**config.mk**
```make
export PLATFORM = sky130hd
export DESIGN_NAME = ram_port_arbiter_flat
export DESIGN_NICKNAME = d
export VERILOG_FILES = /design/src/rtl/ram_port_arbiter_if.sv /design/src/rtl/ram_port_arbiter.sv /design/src/flat_wrapper.sv
export SDC_FILE = /design/constraint.sdc
export NUM_CORES = 1
export LEC_CHECK = 0
export BUFFER_PORTS_ARGS = -buffer_cell sky130_fd_sc_hd__buf_2
export CAP_MARGIN = 20
export CELL_PAD_IN_SITES_DETAIL_PLACEMENT = 1
export CELL_PAD_IN_SITES_GLOBAL_PLACEMENT = 2
export CORE_MARGIN = 2
export CORE_UTILIZATION = 27
export CTS_BUF_LIST = sky130_fd_sc_hd__clkbuf_4
export CTS_CLUSTER_SIZE = 14
export DETAILED_ROUTE_END_ITERATION = 8
export PLACE_DENSITY = 0.86
export SLEW_MARGIN = 5
export SYNTH_ARGS = -nofsm -noshare
export SYNTH_HDL_FRONTEND = slang
export SYNTH_SLANG_ARGS = --single-unit
```
**constraint.sdc**
```tcl
create_clock -name clock -period 2.5 [get_ports clock]
set_input_delay 0.5 -clock clock [delete_from_list [all_inputs] [get_ports clock]]
set_output_delay 0.5 -clock clock [all_outputs]
set_load 0.03 [all_outputs]
```
**src/rtl/ram_port_arbiter_if.sv**
```systemverilog
// ram_port_arbiter_if: CPU/host request channels, shared read data and RAM port bundle.
// Ports (slave = arbiter side):
//   cpu_req/cpu_we/cpu_addr/cpu_wdata -> arbiter, cpu_ack <- arbiter
//   host_req/host_we/host_addr/host_wdata -> arbiter, host_ack <- arbiter
//   rdata, owner <- arbiter; address_ram/data_ram/wren_ram <- arbiter; q_ram -> arbiter
interface ram_port_arbiter_if;
    logic        cpu_req;
    logic        cpu_we;
    logic [15:0] cpu_addr;
    logic [15:0] cpu_wdata;
    logic        cpu_ack;
    logic        host_req;
    logic        host_we;
    logic [15:0] host_addr;
    logic [15:0] host_wdata;
    logic        host_ack;
    logic [15:0] rdata;
    logic [15:0] address_ram;
    logic [15:0] data_ram;
    logic        wren_ram;
    logic [15:0] q_ram;
    logic        owner;
    modport slave (
        input  cpu_req, cpu_we, cpu_addr, cpu_wdata,
        input  host_req, host_we, host_addr, host_wdata, q_ram,
        output cpu_ack, host_ack, rdata, address_ram, data_ram, wren_ram, owner
    );
    modport master (
        output cpu_req, cpu_we, cpu_addr, cpu_wdata,
        output host_req, host_we, host_addr, host_wdata, q_ram,
        input  cpu_ack, host_ack, rdata, address_ram, data_ram, wren_ram, owner
    );
endinterface

```
**src/rtl/ram_port_arbiter.sv**
```systemverilog
// ram_port_arbiter: two-requester (CPU, host) arbiter for a single-port RAM.
// Ports: clock (rising edge), reset (async, active-high), bus (ram_port_arbiter_if.slave).
// Parameter READ_LATENCY (1..7): clocks from address_ram change to valid q_ram.
// Macro RAM_ARB_RR_EN: round-robin on simultaneous requests; otherwise CPU has fixed priority.
module ram_port_arbiter #(
    parameter int READ_LATENCY = 2
) (
    input  logic                   clock,
    input  logic                   reset,
    ram_port_arbiter_if.slave      bus
);
    typedef enum logic [1:0] {IDLE, ACCESS, ACK} state_t;
    localparam logic [2:0] CNT_LOAD = 3'(READ_LATENCY - 1);
    state_t      state_q, state_d;
    logic        owner_q, owner_d;
    logic        cpu_ack_q, cpu_ack_d;
    logic        host_ack_q, host_ack_d;
    logic        wren_q, wren_d;
    logic [15:0] addr_q, addr_d;
    logic [15:0] data_q, data_d;
    logic [15:0] rdata_q, rdata_d;
    logic [2:0]  cnt_q, cnt_d;
    logic        win_host;
`ifdef RAM_ARB_RR_EN
    // On a tie the grant goes to whoever did not own the RAM last.
    assign win_host = bus.host_req & (~bus.cpu_req | ~owner_q);
`else
    assign win_host = bus.host_req & ~bus.cpu_req;
`endif
    always_ff @(posedge clock or posedge reset) begin
        if (reset) begin
            state_q    <= IDLE;
            owner_q    <= 1'b0;
            cpu_ack_q  <= 1'b0;
            host_ack_q <= 1'b0;
            wren_q     <= 1'b0;
            addr_q     <= '0;
            data_q     <= '0;
            rdata_q    <= '0;
            cnt_q      <= '0;
        end else begin
            state_q    <= state_d;
            owner_q    <= owner_d;
            cpu_ack_q  <= cpu_ack_d;
            host_ack_q <= host_ack_d;
            wren_q     <= wren_d;
            addr_q     <= addr_d;
            data_q     <= data_d;
            rdata_q    <= rdata_d;
            cnt_q      <= cnt_d;
        end
    end
    always_comb begin
        state_d    = state_q;
        owner_d    = owner_q;
        cpu_ack_d  = 1'b0;
        host_ack_d = 1'b0;
        wren_d     = wren_q;
        addr_d     = addr_q;
        data_d     = data_q;
        rdata_d    = rdata_q;
        cnt_d      = cnt_q;
        case (state_q)
            IDLE: begin
                wren_d = 1'b0;
                if (bus.cpu_req | bus.host_req) begin
                    owner_d = win_host;
                    addr_d  = win_host ? bus.host_addr  : bus.cpu_addr;
                    data_d  = win_host ? bus.host_wdata : bus.cpu_wdata;
                    wren_d  = win_host ? bus.host_we    : bus.cpu_we;
                    cnt_d   = CNT_LOAD;
                    state_d = ACCESS;
                end
            end
            ACCESS: begin
                // wren_q doubles as the write/read flag of the access in flight.
                if (wren_q || cnt_q == 3'd0) begin
                    wren_d     = 1'b0;
                    cpu_ack_d  = ~owner_q;
                    host_ack_d = owner_q;
                    rdata_d    = wren_q ? rdata_q : bus.q_ram;
                    state_d    = ACK;
                end else begin
                    cnt_d = cnt_q - 3'd1;
                end
            end
            ACK:     state_d = IDLE;
            default: state_d = IDLE;
        endcase
    end
    assign bus.cpu_ack     = cpu_ack_q;
    assign bus.host_ack    = host_ack_q;
    assign bus.owner       = owner_q;
    assign bus.wren_ram    = wren_q;
    assign bus.address_ram = addr_q;
    assign bus.data_ram    = data_q;
    assign bus.rdata       = rdata_q;
endmodule

```
**src/flat_wrapper.sv**
```systemverilog
// flat-port wrapper written by rule: the top's interface ports become plain ports
module ram_port_arbiter_flat 
#(
    parameter int READ_LATENCY = 2
)
  (clock, reset, bus_cpu_req, bus_cpu_we, bus_cpu_addr, bus_cpu_wdata, bus_host_req, bus_host_we, bus_host_addr, bus_host_wdata, bus_q_ram, bus_cpu_ack, bus_host_ack, bus_rdata, bus_address_ram, bus_data_ram, bus_wren_ram, bus_owner);
  ram_port_arbiter_if bus_i ();
  input  logic clock;
  input  logic reset;
  input wire logic [$bits(bus_i.cpu_req)-1:0] bus_cpu_req;
  input wire logic [$bits(bus_i.cpu_we)-1:0] bus_cpu_we;
  input wire logic [$bits(bus_i.cpu_addr)-1:0] bus_cpu_addr;
  input wire logic [$bits(bus_i.cpu_wdata)-1:0] bus_cpu_wdata;
  input wire logic [$bits(bus_i.host_req)-1:0] bus_host_req;
  input wire logic [$bits(bus_i.host_we)-1:0] bus_host_we;
  input wire logic [$bits(bus_i.host_addr)-1:0] bus_host_addr;
  input wire logic [$bits(bus_i.host_wdata)-1:0] bus_host_wdata;
  input wire logic [$bits(bus_i.q_ram)-1:0] bus_q_ram;
  output wire logic [$bits(bus_i.cpu_ack)-1:0] bus_cpu_ack;
  output wire logic [$bits(bus_i.host_ack)-1:0] bus_host_ack;
  output wire logic [$bits(bus_i.rdata)-1:0] bus_rdata;
  output wire logic [$bits(bus_i.address_ram)-1:0] bus_address_ram;
  output wire logic [$bits(bus_i.data_ram)-1:0] bus_data_ram;
  output wire logic [$bits(bus_i.wren_ram)-1:0] bus_wren_ram;
  output wire logic [$bits(bus_i.owner)-1:0] bus_owner;
  assign bus_i.cpu_req = bus_cpu_req;
  assign bus_i.cpu_we = bus_cpu_we;
  assign bus_i.cpu_addr = bus_cpu_addr;
  assign bus_i.cpu_wdata = bus_cpu_wdata;
  assign bus_i.host_req = bus_host_req;
  assign bus_i.host_we = bus_host_we;
  assign bus_i.host_addr = bus_host_addr;
  assign bus_i.host_wdata = bus_host_wdata;
  assign bus_i.q_ram = bus_q_ram;
  assign bus_cpu_ack = bus_i.cpu_ack;
  assign bus_host_ack = bus_i.host_ack;
  assign bus_rdata = bus_i.rdata;
  assign bus_address_ram = bus_i.address_ram;
  assign bus_data_ram = bus_i.data_ram;
  assign bus_wren_ram = bus_i.wren_ram;
  assign bus_owner = bus_i.owner;
  ram_port_arbiter #(.READ_LATENCY(READ_LATENCY)) u_core (.clock(clock), .reset(reset), .bus(bus_i));
endmodule
```
==> run summary, run 1 <==
Setup repair after global routing left no endpoint under its margin. The worst-case headroom to the max-slew limit came out at 51.9%. The via count of the first global-routing pass was 2,165. The max-slew violation count is 0.

The Yosys step of the flow raised 0 warnings. The tools report the capturing element type of the critical path as a flop. The netlist uses 26 different library cells.

When the netlist entered floorplanning its net count stood at 305. The synthesized design contains 57 register bits. The critical path startpoint category was a flop. The achievable frequency is 562 MHz. The clock net in this run drives a total of 57 sinks.

Commonest register cell after synthesis: dfrtp_1. The post-synthesis async set-or-reset flop share is 100%, and the post-synthesis share of cell area spent on full adders, half adders and majority gates is 0.979%. Ranked by instance count, the synthesized netlist is headed by o21ai_0, dfrtp_1, mux2i_1.

The routed via count divided by cell count is 4.63. For the worst-skew pair, the clock arrives at the later sink with an insertion delay of 380 ps. STA puts the critical path data required time at 2770 ps.

The final route contains 2,196 vias. The layout filler cell count was 1,085. The analysis attributes to net switching a power of 2140 µW. The highest net fanout along the worst path was 16; the CTS H-tree depth was 3.

The path class of the lowest-slack min-delay path is in2async. Measured along the x axis, the die boundary spans 101 µm. In this run, flip-flops and latches consume 35.4% of the power. The logs give 32 for the number of DRC violations after detailed-routing iteration 0 and 11.9% for the share of total power in the clock network. The final weighted congestion in routability-driven placement came out at 0.692.

The run gives 494 ps as the placement-stage worst setup slack. The final-report setup violation count came out at 0. Worst setup path category: reg2reg. The startpoint identified for the worst register-to-register timing path is u_core.cnt_q[0]$_DFFE_PP0P_. The data arrival time of the critical path is 2050 ps, and the xor-xnor portion of the synthesized cell area is 0%. The count of final hold-check violations is 0, and the number of input and output port buffers inserted is 137.

The tools report the largest net degree at the start of global routing as 58. The most repeated cell in the gate-level netlist after synthesis is o21ai_0. The slew at the pin with the worst max-slew slack was 722 ps; the aggregate global-route resource usage was 13.4%.

Compared with the post-synthesis result, the final layout area differs by 36.4%. In the post-route analysis, the smallest setup slack over all paths is 720 ps. The cell-internal power was 2400 µW. The share of the synthesized area in the top cell type came out at 55.8%. The max-capacitance violation count was 0. For the net total in the final layout, the log shows 446. After layout, the minimum clock period comes to 1780 ps.

The ratio of final minimum period to clock period was 71.2%. The logs give 0 for the global route total overflow and 2.72 mm for the sum of routed wire segments on met1. After clock tree synthesis, the setup repair step added 0 buffers. Summed over all failing endpoints, the final setup total negative slack is 0 ps.

The core region is 0.00920 mm². Once the floorplan was initialized, standard cells occupied 27.8% of the core. The run finished with clean final reports.

Summing the areas of all and, or, nand and nor instances in the mapped netlist gives 3.77% of the synthesized area. Averaged over all synthesized cells, the footprint is 11.8 µm². The cell at the root of the clock tree is clkbuf_4. For this run, design rule violations remaining after detail routing come to 0. Timing startpoint of the critical path: u_core.cnt_q[0]$_DFFE_PP0P_. Counting along the longest clock path gives a buffer depth of 2. The biggest area contributor in the post-synthesis netlist is dfrtp_1. After clock tree synthesis, the clock-pin slew on the worst setup and hold paths is 100 ps. TritonCTS built the clock tree.

After synthesis, the largest family of logic cells by area is multiplexers. Power spread over the standard cell area amounts to 1300 mW/mm². Yosys mapped a number of flops with a built-in enable equal to 0. The detailed-router iteration count before antenna repair is 4, and the post-synthesis instance total is 217. For the antenna diode instance count, the log shows 0. The highest signal layer in the routed design was met4. Detailed routing placed a total of 413 µm of wire on met3. After detailed routing, the average wire length per cell comes to 14.1 µm.

Summed over all nets, wire length on met2 after detailed routing comes to 3.49 mm. The die covers 0.0103 mm². Share of post-route cells with drive strength above 1: 50.7%. The run gives 0 as the number of buffers inserted by hold repair at cts. Largest vdd supply drop: 398 µV. The synthesized-area fraction occupied by ao, oa, aoi and oai cells works out to 15.2%. Yosys attributes the largest share of cell area to dfrtp_1, mux2i_1, o21ai_0, mux2_2, clkbuf_1. The floorplan has 35 rows. Wires add up to 6.69 mm. The analysis attributes to cell leakage a power of 0.00186 µW.

The logs give 9 for the total CTS buffers and 37.9% for the utilization after layout. Net switching is 47.1% of the power. After legalization and detailed placement, the total HPWL measured 4.98 mm.

The mapped netlist covers 0.00256 mm². The count of cells resized by post-cts repair is 0. In this run the remaining antenna-violating nets after routing total 0.

In this run the count of I/O pins placed on the die edge is 138. Measured against the total synthesized area, the mux share comes to 20.4%. Combinational logic is responsible for 52.7% of the overall power.

The initial antenna violation count is 0, and the worst setup skew after layout is 8.90 ps. After synthesis, flip-flops and latches occupy 55.8% of the total area. The die is 101 µm tall. The first global-routing pass estimated 10.6 mm of wire.
## path summary, 6_finish.rpt
kind	endpoint	slack, ps	cells past startpoint
worst max register to register	u_core.bus.rdata[9]$_DFFE_PP0P_	720	6
worst max-delay path	u_core.bus.rdata[9]$_DFFE_PP0P_	720	6
worst min register to register	u_core.bus.cpu_ack$_DFF_PP0_	490	1
worst min-delay path	u_core.bus.rdata[15]$_DFFE_PP0P_	320	3
max in group asynchronous	u_core.bus.data_ram[2]$_DFFE_PP0P_	1710	3
min in group clock	u_core.bus.rdata[15]$_DFFE_PP0P_	350	2
## logic make-up after synthesis
| family | Yosys count |
|---|---|
| fa+ha+maj | 2 |
| mux | 50 |
| compound gates | 74 |
| buf+inv | 21 |
| flops | 57 |
| simple gates | 13 |
## stage by stage
step | cell area [µm²] | total power, µW | hold slack, ps | std cells
4_1_cts | 3470 | 4600 | 312 | 473
3_5_place_dp | 3370 | 4040 | 482 | 457
6_report | 3490 | 4540 | 321 | 474
2_1_floorplan | 2560 | 3250 | 520 | 217
3_3_place_gp | 3370 | 3950 | 478 | 457
5_1_grt | 3490 | 4890 | 287 | 474
## sequential cells by signal, indices dropped and copies added, names as in the netlist
register	flops
u_core.cnt_q	3
u_core.bus.data_ram	16
u_core.bus.cpu_ack	1
u_core.state_q	2
u_core.bus.address_ram	16
u_core.bus.rdata	16
u_core.bus.wren_ram	1
u_core.bus.owner	1
u_core.bus.host_ack	1
## critical path, stage by stage, from the launching register on
cell and delay, ps:
dfrtp_1 370, inv_1 100, ha_1 150, nor2b_2 230, nor3b_4 200, buf_4 250
mux2_2 360
## cell type report
cell class | count | area [µm²] | share of cell area, %
clock buffer | 11 | 82.6 | 2.37
clock inverter | 5 | 22.5 | 0.646
inverter | 6 | 22.5 | 0.646
multi-input combinational | 139 | 1040 | 29.8
sequential | 57 | 1430 | 40.9
tap | 111 | 139 | 3.98
timing repair buffer | 145 | 753 | 21.6
## routing by layer
metal	up-vias	track usage, %
met2	79	23.0
met1	1049	15.6
li1	1062	-
met4	0	3.43
met5	-	0
met3	6	5.31
## layout by cell type (no fill, tap or decap)
| cell type | Yosys | layout |
|---|---|---|
| buf_2 | 1 | 137 |
| o21ai_0 | 65 | 64 |
| dfrtp_1 | 57 | 57 |
| mux2i_1 | 33 | 33 |
| mux2_2 | 17 | 17 |
| clkbuf_4 | 0 | 11 |
| buf_4 | 3 | 7 |
| inv_1 | 6 | 5 |
| nor2_1 | 4 | 3 |
| clkinv_2 | 0 | 3 |
| o21ai_1 | 2 | 2 |
| a21oi_1 | 2 | 2 |
| ha_1 | 2 | 2 |
| clkinv_1 | 0 | 2 |
| nand2b_4 | 1 | 1 |
| nor2b_2 | 1 | 1 |
| nor3b_4 | 1 | 1 |
| o21bai_1 | 1 | 1 |
| nand2b_2 | 0 | 1 |
| nand2_1 | 1 | 1 |
| a22o_1 | 1 | 1 |
| o21ai_2 | 0 | 1 |
| or2_1 | 1 | 1 |
| nor2_2 | 0 | 1 |
| o32ai_1 | 1 | 1 |
| or3_1 | 1 | 1 |
| inv_2 | 0 | 1 |
| nand2b_1 | 2 | 1 |
| or4bb_1 | 1 | 1 |
| o41ai_1 | 1 | 1 |
| a31o_2 | 1 | 1 |
| buf_8 | 0 | 1 |
## power by group through the flow
| stage | Clock (µW) | Sequential, µW | Combinational (µW) |
|---|---|---|---|
| 2_1_floorplan | 0 | 2430 | 823 |
| 3_3_place_gp | 0 | 1600 | 2350 |
| 5_1_grt | 621 | 1670 | 2600 |
| 4_1_cts | 576 | 1610 | 2410 |
| 6_report | 542 | 1610 | 2390 |
| 3_5_place_dp | 0 | 1630 | 2410 |
No activity file was read; power rests on OpenSTA's default activity.
==> inputs of run 2 (changes only) <==
- CORE_UTILIZATION: 27 -> 24
- PLACE_DENSITY: 0.86 -> 0.81
- clock period: 2.5 -> 1.5 ns (I/O delays scaled with it)
==> run 2 against run 1 <==
Net effect:
- the run now ends with negative setup slack left
- count of clock-buffer cells in the layout is 1 lower
- sequential power rose by 67%
- maximum frequency is 10% higher
- final area up 11%
- die area grew 12%
- sequential share of layout area down 4.0 points
- core utilization is 0.49 points lower
- critical path depth rose by 1
- clock power up 130%
- via count grew 5.1%
- wire length rose by 13%
- global-route usage increased by 0.32 points
- critical path type unchanged
- critical endpoint is now u_core.bus.rdata[3]$_DFFE_PP0P_
- largest cell class unchanged
- highest routed layer unchanged
==> run summary, run 2 (synthesized netlist as in run 1, its figures left out) <==
The flow ran to the end, but the final reports show violations. The final reports fail on negative setup slack. The count of pins on the block boundary came out at 138 (unchanged).

The run gives 17 (+17) as the final-report setup violation count. The source of the worst hold timing path is bus_q_ram[0]. STA classifies the critical path startpoint as a flop.

In this run the clock root is driven by a clkbuf_4. The number of nets with antenna violations after detailed routing was 0 (unchanged). For the count of final hold-check violations, the log shows 0 (unchanged). Leaving out fill and tap cells, the most frequent cells in the layout are buf_2, o21ai_0, dfrtp_1. The CTS H-tree depth was 3 (unchanged). TritonCTS built the clock tree. The core region area came out at 0.0103 mm² (+12%).

The share of post-route cells with drive strength above 1 came out at 55.0% (+4.3 points). The die width came out at 107 µm (+5.8%). The depth of the worst register-to-register path came out at 7 (+1).

The worst-case setup margin in the final layout is -112 ps (-832 ps), and the aggregate global-route resource usage is 13.7% (+0.32 points). The tools report the maximum buffer depth of the clock tree as 2 (unchanged). The die height came out at 107 µm (+5.8%).

The area growth from synthesis to layout is 51.1%. The largest vdd supply drop is 695 µV (+75%), and the final weighted congestion in routability-driven placement is 0.692 (about the same). The via count of the first global-routing pass was 2,411 (+11%); the clock-pin slew reported for the worst setup and hold paths after clock tree synthesis was 100 ps (about the same).

The insertion delay of the later-clocked pin in the worst-skew pair is 410 ps (+30 ps). The achievable frequency was 620 MHz (+10%); the register-to-register setup slack was -110 ps (-830 ps). The power density of the placed cells was 2210 mW/mm² (+70%); the initial cell density of the core was 24.8% (-3.0 points). The tools report the detailed-router iteration count before antenna repair as 4 (unchanged). The tools report the residual DRC count as 0 (unchanged).

The logs give 57 (unchanged) for the clock net sink count and 0.0115 mm² (+12%) for the area of the die. The tools report the max-capacitance violation count as 0 (unchanged). The slew at the pin with the worst max-slew slack works out to 301 ps (-420 ps). The via total after detailed routing came out at 2,308 (+5.1%). The worst setup skew after layout was 15.1 ps (+6.20 ps). The most frequent standard cell in the layout excluding fill and tap cells is buf_2. In this run the critical register-to-register path is launched from u_core.cnt_q[1]$_DFFE_PP0P_. The run gives 118 ps (-203 ps) as the final-layout worst hold slack.

The worst hold path was traced through 2 stages. The tools report the antenna diode instance count as 0 (unchanged). The endpoint identified for the worst register-to-register timing path is u_core.bus.rdata[3]$_DFFE_PP0P_. The worst hold path belongs to the class in2reg. The setup path with the least slack is of type reg2reg. Number of placement rows: 37 (+5.7%). The total CTS buffers was 9 (unchanged). The run gives 1790 ps (-980 ps) as the endpoint required time on the critical path. The tools report the wire length of the first global-routing pass as 12.3 mm (+16%).

The total wire length was 7.56 mm (+13%); the number of input and output port buffers inserted was 137 (unchanged). The leakage power came out at 0.00204 µW (+9.3%). The run gives 79.7% (+28 points) as the worst-case headroom to the max-slew limit.

The tools report the data arrival time of the critical path as 1900 ps (-150 ps). The sink of the worst hold path was u_core.bus.rdata[0]$_DFFE_PP0P_. The global route total overflow came out at 0 (unchanged). Initial antenna violation count: 0 (unchanged).

Setup repair after global routing could not meet its margin everywhere. STA classifies the critical path endpoint as a flop. The HPWL after detailed placement is 5.49 mm (+10%).

The max-slew violation count was 0 (unchanged). The minimum clock period after layout came out at 1610 ps (-168 ps). The highest net fanout along the worst path was 8 (-8); the net total in the final layout was 461 (+3.4%).

The placed cell count was 494 (+8.1%); the routed via count divided by cell count was 4.49 (-3.1%). The ratio of final minimum period to clock period came out at 107% (+36 points). The total power after layout came out at 8550 µW (+89%). The final instance count without filler cells is 514 (+8.4%). The detail-routed net length per standard cell is 14.7 µm (+4.2%).

The largest net degree at the start of global routing came out at 58 (unchanged). The tools report the number of DRC violations after detailed-routing iteration 0 as 69 (+120%).
## run 2: worst max path at each step
| stage | start | end | slack, ps | depth (start not counted) |
|---|---|---|---|---|
| floorplan | u_core.cnt_q[0]$_DFFE_PP0P_ | u_core.bus.rdata[10]$_DFFE_PP0P_ | -170 | 6 |
| global placement | u_core.cnt_q[1]$_DFFE_PP0P_ | u_core.bus.rdata[4]$_DFFE_PP0P_ | -40 | 6 |
| detailed placement | u_core.cnt_q[1]$_DFFE_PP0P_ | u_core.bus.rdata[3]$_DFFE_PP0P_ | -130 | 6 |
| CTS | u_core.cnt_q[0]$_DFFE_PP0P_ | u_core.bus.rdata[3]$_DFFE_PP0P_ | -110 | 7 |
| global route | u_core.cnt_q[1]$_DFFE_PP0P_ | u_core.bus.rdata[3]$_DFFE_PP0P_ | -170 | 7 |
| finish | u_core.cnt_q[1]$_DFFE_PP0P_ | u_core.bus.rdata[3]$_DFFE_PP0P_ | -110 | 7 |
## run 2: layer usage
metal	track usage, %	part of all wire [%]	vias to the layer above
li1	-	-	1088
met1	16.5	41	1115
met2	23.2	50	90
met3	3.71	7.5	15
met4	5.29	1.5	0
met5	0	0	-
## run 2: repair_timing
action / 4_1_cts / 5_1_grt
setup buffers: 3 / 1
resized for setup: 24 / 4
endpoints found under the setup margin: 17 / 19
hold buffers: 1 / 0
gates cloned: 1 / 0
hold endpoints to repair: 57 / 0
pin swaps: 2 / 3
## run 2: critical path, stage by stage, from the launching register on
cell and delay [ps]:
dfrtp_1 390, inv_2 80, ha_4 130, nor2b_4 130, nor3b_4 180, buf_6 150, buf_12 130, mux2_4 300
## run 2: cell type report
class                      instances  area (µm²)
tap                              136         170
timing repair buffer             160         922
clock buffer                      10        75.1
sequential                        57        1430
multi-input combinational        139        1160
clock inverter                     6        82.6
fill                            1193        6460
inverter                           6        26.3
## run 2: stage by stage
stage          cell area (µm²)  TNS, ps  setup slack, ps  utilization, %
6_report                  3860    -1590             -112            37.4
5_1_grt                   3860    -2420             -167            37.4
4_1_cts                   3840    -1620             -113            37.2
3_5_place_dp              3530    -1860             -126            34.2
3_3_place_gp              3530     -640            -42.0            34.2
2_1_floorplan             2560    -1860             -171               -
## run 2: report_power, final
part	internal (µW)	leakage (µW)	switching (µW)
registers	2290	0.000693	397
logic	1780	0.00126	2820
clock network	686	0.0000862	579
